$ cat src/rtl/uart_pkg.sv
// uart_pkg: shared receiver states, oversampling constants and baud divisor helper
package uart_pkg;
    typedef enum logic [2:0] {IDLE, START, DATA, STOP, BREAK} state_t;
    localparam int OSR = 16;
    localparam int SAMPLE_LO = 7;
    localparam int SAMPLE_MID = 8;
    localparam int SAMPLE_HI = 9;
    function automatic int calc_div(input int clk_hz, input int baud);
        return clk_hz / (baud * OSR);
    endfunction
endpackage

$ cat src/rtl/baud_tick_gen.sv
// baud_tick_gen: one-cycle strobe every DIV clocks; restart realigns so the next tick lands DIV clocks later
module baud_tick_gen #(
    parameter int DIV = 1
) (
    input  logic iCLK,
    input  logic iRST_N,
    input  logic restart,
    output logic tick
);
    localparam int W = (DIV > 1) ? $clog2(DIV) : 1;
    logic [W-1:0] cnt_q, cnt_d;
    assign tick = !restart && (cnt_q == W'(DIV - 1));
    assign cnt_d = (restart || tick) ? '0 : cnt_q + 1'b1;
    always_ff @(posedge iCLK) begin
        if (!iRST_N) cnt_q <= '0;
        else cnt_q <= cnt_d;
    end
endmodule

$ cat src/rtl/uart_rx_debug.sv
// uart_rx_debug: 8N1 UART receiver, 16x oversampled with 3-sample majority vote,
// one-byte holding register with valid/ready handshake and error pulses
module uart_rx_debug
    import uart_pkg::*;
#(
    parameter int CLK_HZ = 50_000_000,
    parameter int BAUD = 115200,
    parameter int DIV = calc_div(CLK_HZ, BAUD)
) (
    input  logic       iCLK,
    input  logic       iRST_N,
    input  logic       iRXD,
    output logic [7:0] oDATA,
    output logic       oVALID,
    input  logic       iREADY,
    output logic       oFRAME_ERR,
    output logic       oOVERRUN
);
    state_t state_q, state_d;
    logic rx_meta_q, rxs_q;
    logic [3:0] os_q, os_d;
    logic [2:0] bit_q, bit_d;
    logic [7:0] shift_q, shift_d, data_q, data_d;
    logic s_lo_q, s_lo_d, s_mid_q, s_mid_d;
    logic valid_q, valid_d, ferr_q, ferr_d, ovr_q, ovr_d;
    logic restart, tick, vote, at_hi, at_end, deliver, accept;

    baud_tick_gen #(.DIV(DIV)) u_tick (
        .iCLK(iCLK),
        .iRST_N(iRST_N),
        .restart(restart),
        .tick(tick)
    );

    assign restart = (state_q == IDLE) && !rxs_q;
    assign vote = (s_lo_q & s_mid_q) | (s_lo_q & rxs_q) | (s_mid_q & rxs_q);
    assign at_hi = tick && (os_q == 4'(SAMPLE_HI));
    assign at_end = tick && (os_q == 4'(OSR - 1));

    always_comb begin
        state_d = state_q;
        os_d = restart ? 4'd0 : (tick ? os_q + 4'd1 : os_q);
        bit_d = restart ? 3'd0 : bit_q;
        shift_d = shift_q;
        s_lo_d = (tick && os_q == 4'(SAMPLE_LO)) ? rxs_q : s_lo_q;
        s_mid_d = (tick && os_q == 4'(SAMPLE_MID)) ? rxs_q : s_mid_q;
        deliver = 1'b0;
        ferr_d = 1'b0;
        case (state_q)
            IDLE: state_d = restart ? START : IDLE;
            START: state_d = (at_hi && vote) ? IDLE : (at_end ? DATA : START);
            DATA: begin
                shift_d = at_hi ? {vote, shift_q[7:1]} : shift_q;
                bit_d = at_end ? bit_q + 3'd1 : bit_q;
                state_d = (at_end && bit_q == 3'd7) ? STOP : DATA;
            end
            STOP: begin
                deliver = at_hi && vote;
                ferr_d = at_hi && !vote;
                state_d = at_hi ? (vote ? IDLE : BREAK) : STOP;
            end
            BREAK: state_d = rxs_q ? IDLE : BREAK;
            default: state_d = IDLE;
        endcase
        // A byte may load into a full holding register only if the consumer empties it this cycle
        accept = deliver && (!valid_q || iREADY);
        ovr_d = deliver && !accept;
        valid_d = accept || (valid_q && !iREADY);
        data_d = accept ? shift_q : data_q;
    end

    always_ff @(posedge iCLK) begin
        if (!iRST_N) begin
            state_q <= IDLE;
            rx_meta_q <= 1'b1;
            rxs_q <= 1'b1;
            os_q <= '0;
            bit_q <= '0;
            shift_q <= '0;
            data_q <= '0;
            s_lo_q <= 1'b1;
            s_mid_q <= 1'b1;
            valid_q <= 1'b0;
            ferr_q <= 1'b0;
            ovr_q <= 1'b0;
        end else begin
            state_q <= state_d;
            rx_meta_q <= iRXD;
            rxs_q <= rx_meta_q;
            os_q <= os_d;
            bit_q <= bit_d;
            shift_q <= shift_d;
            data_q <= data_d;
            s_lo_q <= s_lo_d;
            s_mid_q <= s_mid_d;
            valid_q <= valid_d;
            ferr_q <= ferr_d;
            ovr_q <= ovr_d;
        end
    end

    assign oDATA = data_q;
    assign oVALID = valid_q;
    assign oFRAME_ERR = ferr_q;
    assign oOVERRUN = ovr_q;
endmodule

$ cat config.mk
export PLATFORM = sky130hd
export DESIGN_NAME = uart_rx_debug
export DESIGN_NICKNAME = d
export VERILOG_FILES = /design/src/rtl/uart_pkg.sv /design/src/rtl/baud_tick_gen.sv /design/src/rtl/uart_rx_debug.sv
export SDC_FILE = /design/constraint.sdc
export NUM_CORES = 1
export LEC_CHECK = 0
export BUFFER_PORTS_ARGS = -buffer_cell sky130_fd_sc_hd__buf_4
export CAP_MARGIN = 20
export CORE_ASPECT_RATIO = 0.8
export CORE_MARGIN = 2
export CORE_UTILIZATION = 45
export CTS_BUF_LIST = sky130_fd_sc_hd__clkbuf_2 sky130_fd_sc_hd__clkbuf_4 sky130_fd_sc_hd__clkbuf_8
export DETAILED_ROUTE_END_ITERATION = 8
export MAX_ROUTING_LAYER = met4
export PLACE_DENSITY = 0.67
export SLEW_MARGIN = 20
export SYNTH_ARGS = -nofsm -noshare
export SYNTH_HDL_FRONTEND = slang
export SYNTH_SLANG_ARGS = --single-unit
export TNS_END_PERCENT = 50
$ cat constraint.sdc
create_clock -name iCLK -period 2.85 [get_ports iCLK]
set_input_delay 0.285 -clock iCLK [delete_from_list [all_inputs] [get_ports iCLK]]
set_output_delay 0.285 -clock iCLK [all_outputs]
set_load 0.05 [all_outputs]
After elaboration in Yosys (flattened, before gate mapping)
Cells that the tools add are included.
{"block": "classes", "add_sub_neg": 3, "n_eq_ne": 11, "mux": 12, "bitwise_logic": 6, "reduce_logical": 28}
{"cell": "$mux 3", "n": 6}
{"cell": "$pmux 3 s5", "n": 1}
{"cell": "$eq 4x4->1 const B", "n": 3}
{"cell": "$logic_and 1x1->1", "n": 12}
{"cell": "$eq 3x2->1 const B", "n": 2}
{"cell": "$eq 3x3->1 const B", "n": 2}
{"cell": "$logic_not 1->1", "n": 6}
{"cell": "$reduce_and 2->1", "n": 3}
{"cell": "$add 5x1->5 const B", "n": 1}
{"cell": "$eq 5x5->1 const B", "n": 1}
{"cell": "$add 4x1->4 const B", "n": 1}
{"cell": "$eq 4x3->1 const B", "n": 1}
{"cell": "$mux 2", "n": 2}
{"cell": "$reduce_or 2->1", "n": 2}
{"cell": "$add 3x1->3 const B", "n": 1}
{"cell": "$and 1x1->1", "n": 3}
{"cell": "$eq 3x1->1 const B", "n": 1}
{"cell": "$logic_not 3->1", "n": 1}
{"cell": "$logic_or 1x1->1", "n": 3}
{"cell": "$mux 1", "n": 3}
{"cell": "$ne 2x2->1 const B", "n": 1}
{"cell": "$or 1x1->1", "n": 2}
{"cell": "$reduce_bool 2->1", "n": 1}
{"cell": "$not 1->1", "n": 1}
{"block": "totals", "ff_bits": 38, "input_bits": 4, "out_inout_bits": 11, "elab_cells": 73}

Longest topological paths before layout
{"block": "depth", "ltp_word": 10, "depth_mapped": 7, "depth_no_buf": 6}

By module
Synthesis repeated with hierarchy kept, for this count alone.
{"block": "unflattened", "cells_unflattened": 175, "hier_area_um2": 1614.0}
{"mod": "uart_rx_debug", "instances": 1, "cells_per_inst": 154, "area_per_inst_um2": 1406.3, "seq_area_each_um2": 660.6}
{"mod": "baud_tick_gen", "instances": 1, "cells_per_inst": 21, "area_per_inst_um2": 207.7, "seq_area_each_um2": 100.1}

Least setup slack after synthesis
Ideal clock, no wire load.
{"block": "synth_timing", "path_kind": "register to register", "start": "reg u_tick.cnt_q[0]", "end": "reg shift_q[0]", "setup_ns": 0.116, "arrival_time_ns": 1.476, "required_ns": 2.734, "path_slack_ns": 1.258, "stages_incl_launch_ff": 7, "path_buffers": 0, "period_less_slack_ns": 1.592, "path_cell_list": "dfxtp_1 > inv_1 > ha_1 > nand4b_2 > nor3_4 > mux2i_1 > nor2b_1"}
{"block": "synth_via", "elab_chain_len": 4}
{"element": "from (decl)", "line": "baud_tick_gen.sv:11", "text": "logic [W-1:0] cnt_q, cnt_d;"}
{"element": "from (signal assigned)", "line": "baud_tick_gen.sv:16", "text": "else cnt_q <= cnt_d;"}
{"element": "$eq 5x5->1", "line": "baud_tick_gen.sv:12", "text": "assign tick = !restart && (cnt_q == W'(DIV - 1));"}
{"element": "$logic_and 1x1->1", "line": "baud_tick_gen.sv:12"}
{"element": "$logic_and 1x1->1", "line": "uart_rx_debug.sv:37", "text": "assign at_hi = tick && (os_q == 4'(SAMPLE_HI));"}
{"element": "$reduce_and 2->1 (no source line)"}
{"element": "to (signal assigned)", "line": "uart_rx_debug.sv:92", "text": "shift_q <= shift_d;"}
{"element": "to (decl)", "line": "uart_rx_debug.sv:23", "text": "logic [7:0] shift_q, shift_d, data_q, data_d;"}
Every way passes these cells.
A chain may end at the register's enable or synchronous reset.

Worst setup path in the final report
{"block": "layout_timing", "start": "reg u_tick.cnt_q[0]", "end": "reg shift_q[5]"}
The elaborated chain is that of the path after synthesis.

==> summary.md <==
| Metric | Value |
|---|---|
| Setup-failing EPs final | `0` |
| Detailed-route wire length per cell | `13.6 microns` |
| Via density | `5.43` |
| Int Pwr | `0.714 mW` |
| Clk_lat worst skew | `280 ps` |
| Ys async rst share | `0%` |
| Setup TNS | `0 ps` |
| Area grow syn2layout | `12.7%` |
| Slew @ Worst Pin | `543 ps` |
| Worst setup SP type | `flip-flop` |
| DRC viols | `0` |
| Maximum VDD drop | `0.000422 V` |
| CP top delay family | `simple AND/OR/NAND/NOR gates` |
| CTS Hold Bufs | `0` |
| Layout cells sized above 1 | `14.0%` |
| Starting density of the core | `47.4%` |
| Final period utilization | `65.2%` |
| Maximum fanout along the worst path | `8` |
| Pin count of the biggest net entering global routing | `29` |
| CTS root buf | `clkbuf_8` |
| Unique masters post-synth | `35` |
| Total routed wirelength | `3110 microns` |
| Overall Global Routing Usage | `17.2%` |
| Place WS | `967 ps` |
| Placed Instance Area | `1770 sq um` |
| Worst Path Arrival | `2030 ps` |
| Non-Filler Cell Area, Final | `1850 sq um` |
| Synth Cell Area | `1640 sq um` |
| Combinational power share | `3.1%` |
| Clock tree buffer depth | `2` |
| Pre-antenna DRT Iters | `4` |
| Clk sinks | `38` |
| CTS tree | `yes` |
| Commonest cells after routing, fill and taps aside | `dfxtp_1 (38), buf_4 (14), nand3_1 (13), nand2_1 (12)` |
| Slowest cell on crit path | `nor3_4` |
| YS warnings | `0` |
| Syn nets | `183` |
| Gr ovfl total | `0` |
| Maximum clock frequency | `538 MHz` |
| Status | `finished clean` |
| Crit path required time | `3020 ps` |
| CP cell instances | `inv_1, ha_1, nand4b_2, nor3_4, mux2i_1, nor2b_1` |
| Most common cell after layout, fill and taps aside | `dfxtp_1` |
| Max-slew violations | `0` |
| Num ports | `15` |
| Post-route antenna net violation count | `0` |
| Num CTS Buffers | `5` |
| Number of cell rows | `19` |
| EDFF count, synth | `0` |
| First-pass GRT wire length | `5320 microns` |
| Final core utilization | `53.4%` |
| LEAKAGE | `0.714 nW` |
| Mapped Cells | `172` |
| Max-cap violations | `0` |
| RSZ-0062 raised after global routing | `false` |
| Clock power frac | `37.2%` |
| GPL Wtd Cong | `0.819` |
| Post CTS Setup Buffer Count | `0` |
| Crit. End Element | `flip-flop` |
| Final hold vios | `0` |
| HPWL Detailed | `2260 microns` |
| Hold slack | `189 ps` |
| Worst-path clk slew | `70 ps` |
| Htree depth | `2` |
| Number of DRC markers in iteration 0 | `113` |
| Die W | `71.6 microns` |
| Max stage delay on crit path | `570 ps` |
| Inserted Diodes | `0` |
| Worst setup path category | `reg -> reg` |
| Port bufs | `14` |
| Switching share of power | `21.3%` |
| Post-CTS sizing | `0` |
| Die H | `58.1 microns` |
| Register area share after synthesis | `46.3%` |
| Non-Filler Instances | `228` |
| Core Area | `3470 sq um` |
| Vias | `1,237` |
| Fin worst setup slack | `991 ps` |
| Psw | `0.193 mW` |
| Worst Skew | `8.07 ps` |
| Fin nets | `197` |
| Initial antenna violation count | `0` |
| Placed instance count | `221` |
| Power after layout | `0.907 mW` |
| Max-slew headroom | `63.7%` |
| Vias in the first global route | `1,187` |
| Synth Flop Type | `dfxtp_1` |
| Buf/Inv on CP | `1` |
| FF+latch count, synth | `38` |
| Power per cell area | `489 nW/um^2` |
| DIE AREA | `4160 sq um` |
| Post-Syn Area per Cell | `9.56 sq um` |
| Worst min-delay path category | `in -> reg` |
| Sequential power share | `59.7%` |
| Final min period | `1860 ps` |
==> worst register-to-register path: cells and delay by family, from the launching register on <==
kind / cells / cell delay, ps
AND/OR/NAND/NOR: 3 / 910
flip-flops: 1 / 340
multiplexers: 1 / 270
adder cells (fa/ha/maj): 1 / 170
buffers and inverters: 1 / 70
==> cell usage after synthesis, types with 3 or more instances <==
cell type	n	area share (%)
inv_1	5	1.1
a21boi_0	11	5.0
nor2b_1	11	4.2
xor2_1	4	2.1
dfxtp_1	38	46
ha_1	7	5.3
o21ai_0	11	3.3
nand4_1	4	1.5
clkbuf_1	6	1.4
nand2_1	12	2.7
nand2b_1	3	1.1
mux2i_1	8	4.9
nor2_1	11	2.5
nand3_1	13	4.0
nand3b_1	3	1.4
==> metal layers <==
| metal | vias up | part of all wire, % | GRT usage (%) |
|---|---|---|---|
| li1 | 632 | - | - |
| met1 | 589 | 50 | 21.1 |
| met2 | 14 | 46 | 25.8 |
| met3 | 2 | 3.2 | 6.96 |
| met4 | 0 | 0.61 | 5.66 |
| met5 | - | 0 | - |
==> final cells by class <==
cell class | instances | area [sq um]
Inverter | 5 | 18.8
Clock buffer | 5 | 68.8
Timing Repair Buffer | 14 | 105
Multi-Input combinational cell | 122 | 837
Sequential cell | 38 | 761
Fill cell | 328 | 1620
Clock inverter | 2 | 10.0
Tap cell | 42 | 52.6
==> cells by family after synthesis <==
group           Yosys count  share of synthesized area (%)
xor+xnor                  6                           3.20
flops                    38                           46.3
simple gates             69                           24.7
buf+inv                  12                           2.82
fa+ha+maj                 8                           5.94
mux                       8                           4.87
compound gates           31                           12.3
==> registers in the layout (all words and copies together), names as in the netlist <==
name          count
state_q           3
oFRAME_ERR        1
rxs_q             1
os_q              4
bit_q             3
shift_q           8
s_mid_q           1
oDATA             8
s_lo_q            1
oOVERRUN          1
u_tick.cnt_q      5
rx_meta_q         1
oVALID            1
==> power groups by stage <==
stage                     sequential, mW  clock, mW  combinational (mW)
after floorplan                    0.552          0              0.0213
after global placement             0.553          0              0.0277
after detailed placement           0.554          0              0.0287
after CTS                          0.541      0.350              0.0290
after global routing               0.542      0.372              0.0316
final                              0.541      0.337              0.0284
==> path summary, 6_finish.rpt <==
check	endpoint	start	slack (ps)	cells after the start
setup / recovery	shift_q[5]	u_tick.cnt_q[0]	990	6
hold / removal	rx_meta_q	iRXD	190	2
setup reg to reg	shift_q[5]	u_tick.cnt_q[0]	990	6
hold reg to reg	rxs_q	rx_meta_q	430	1
Power figures use the tool's default switching activity.
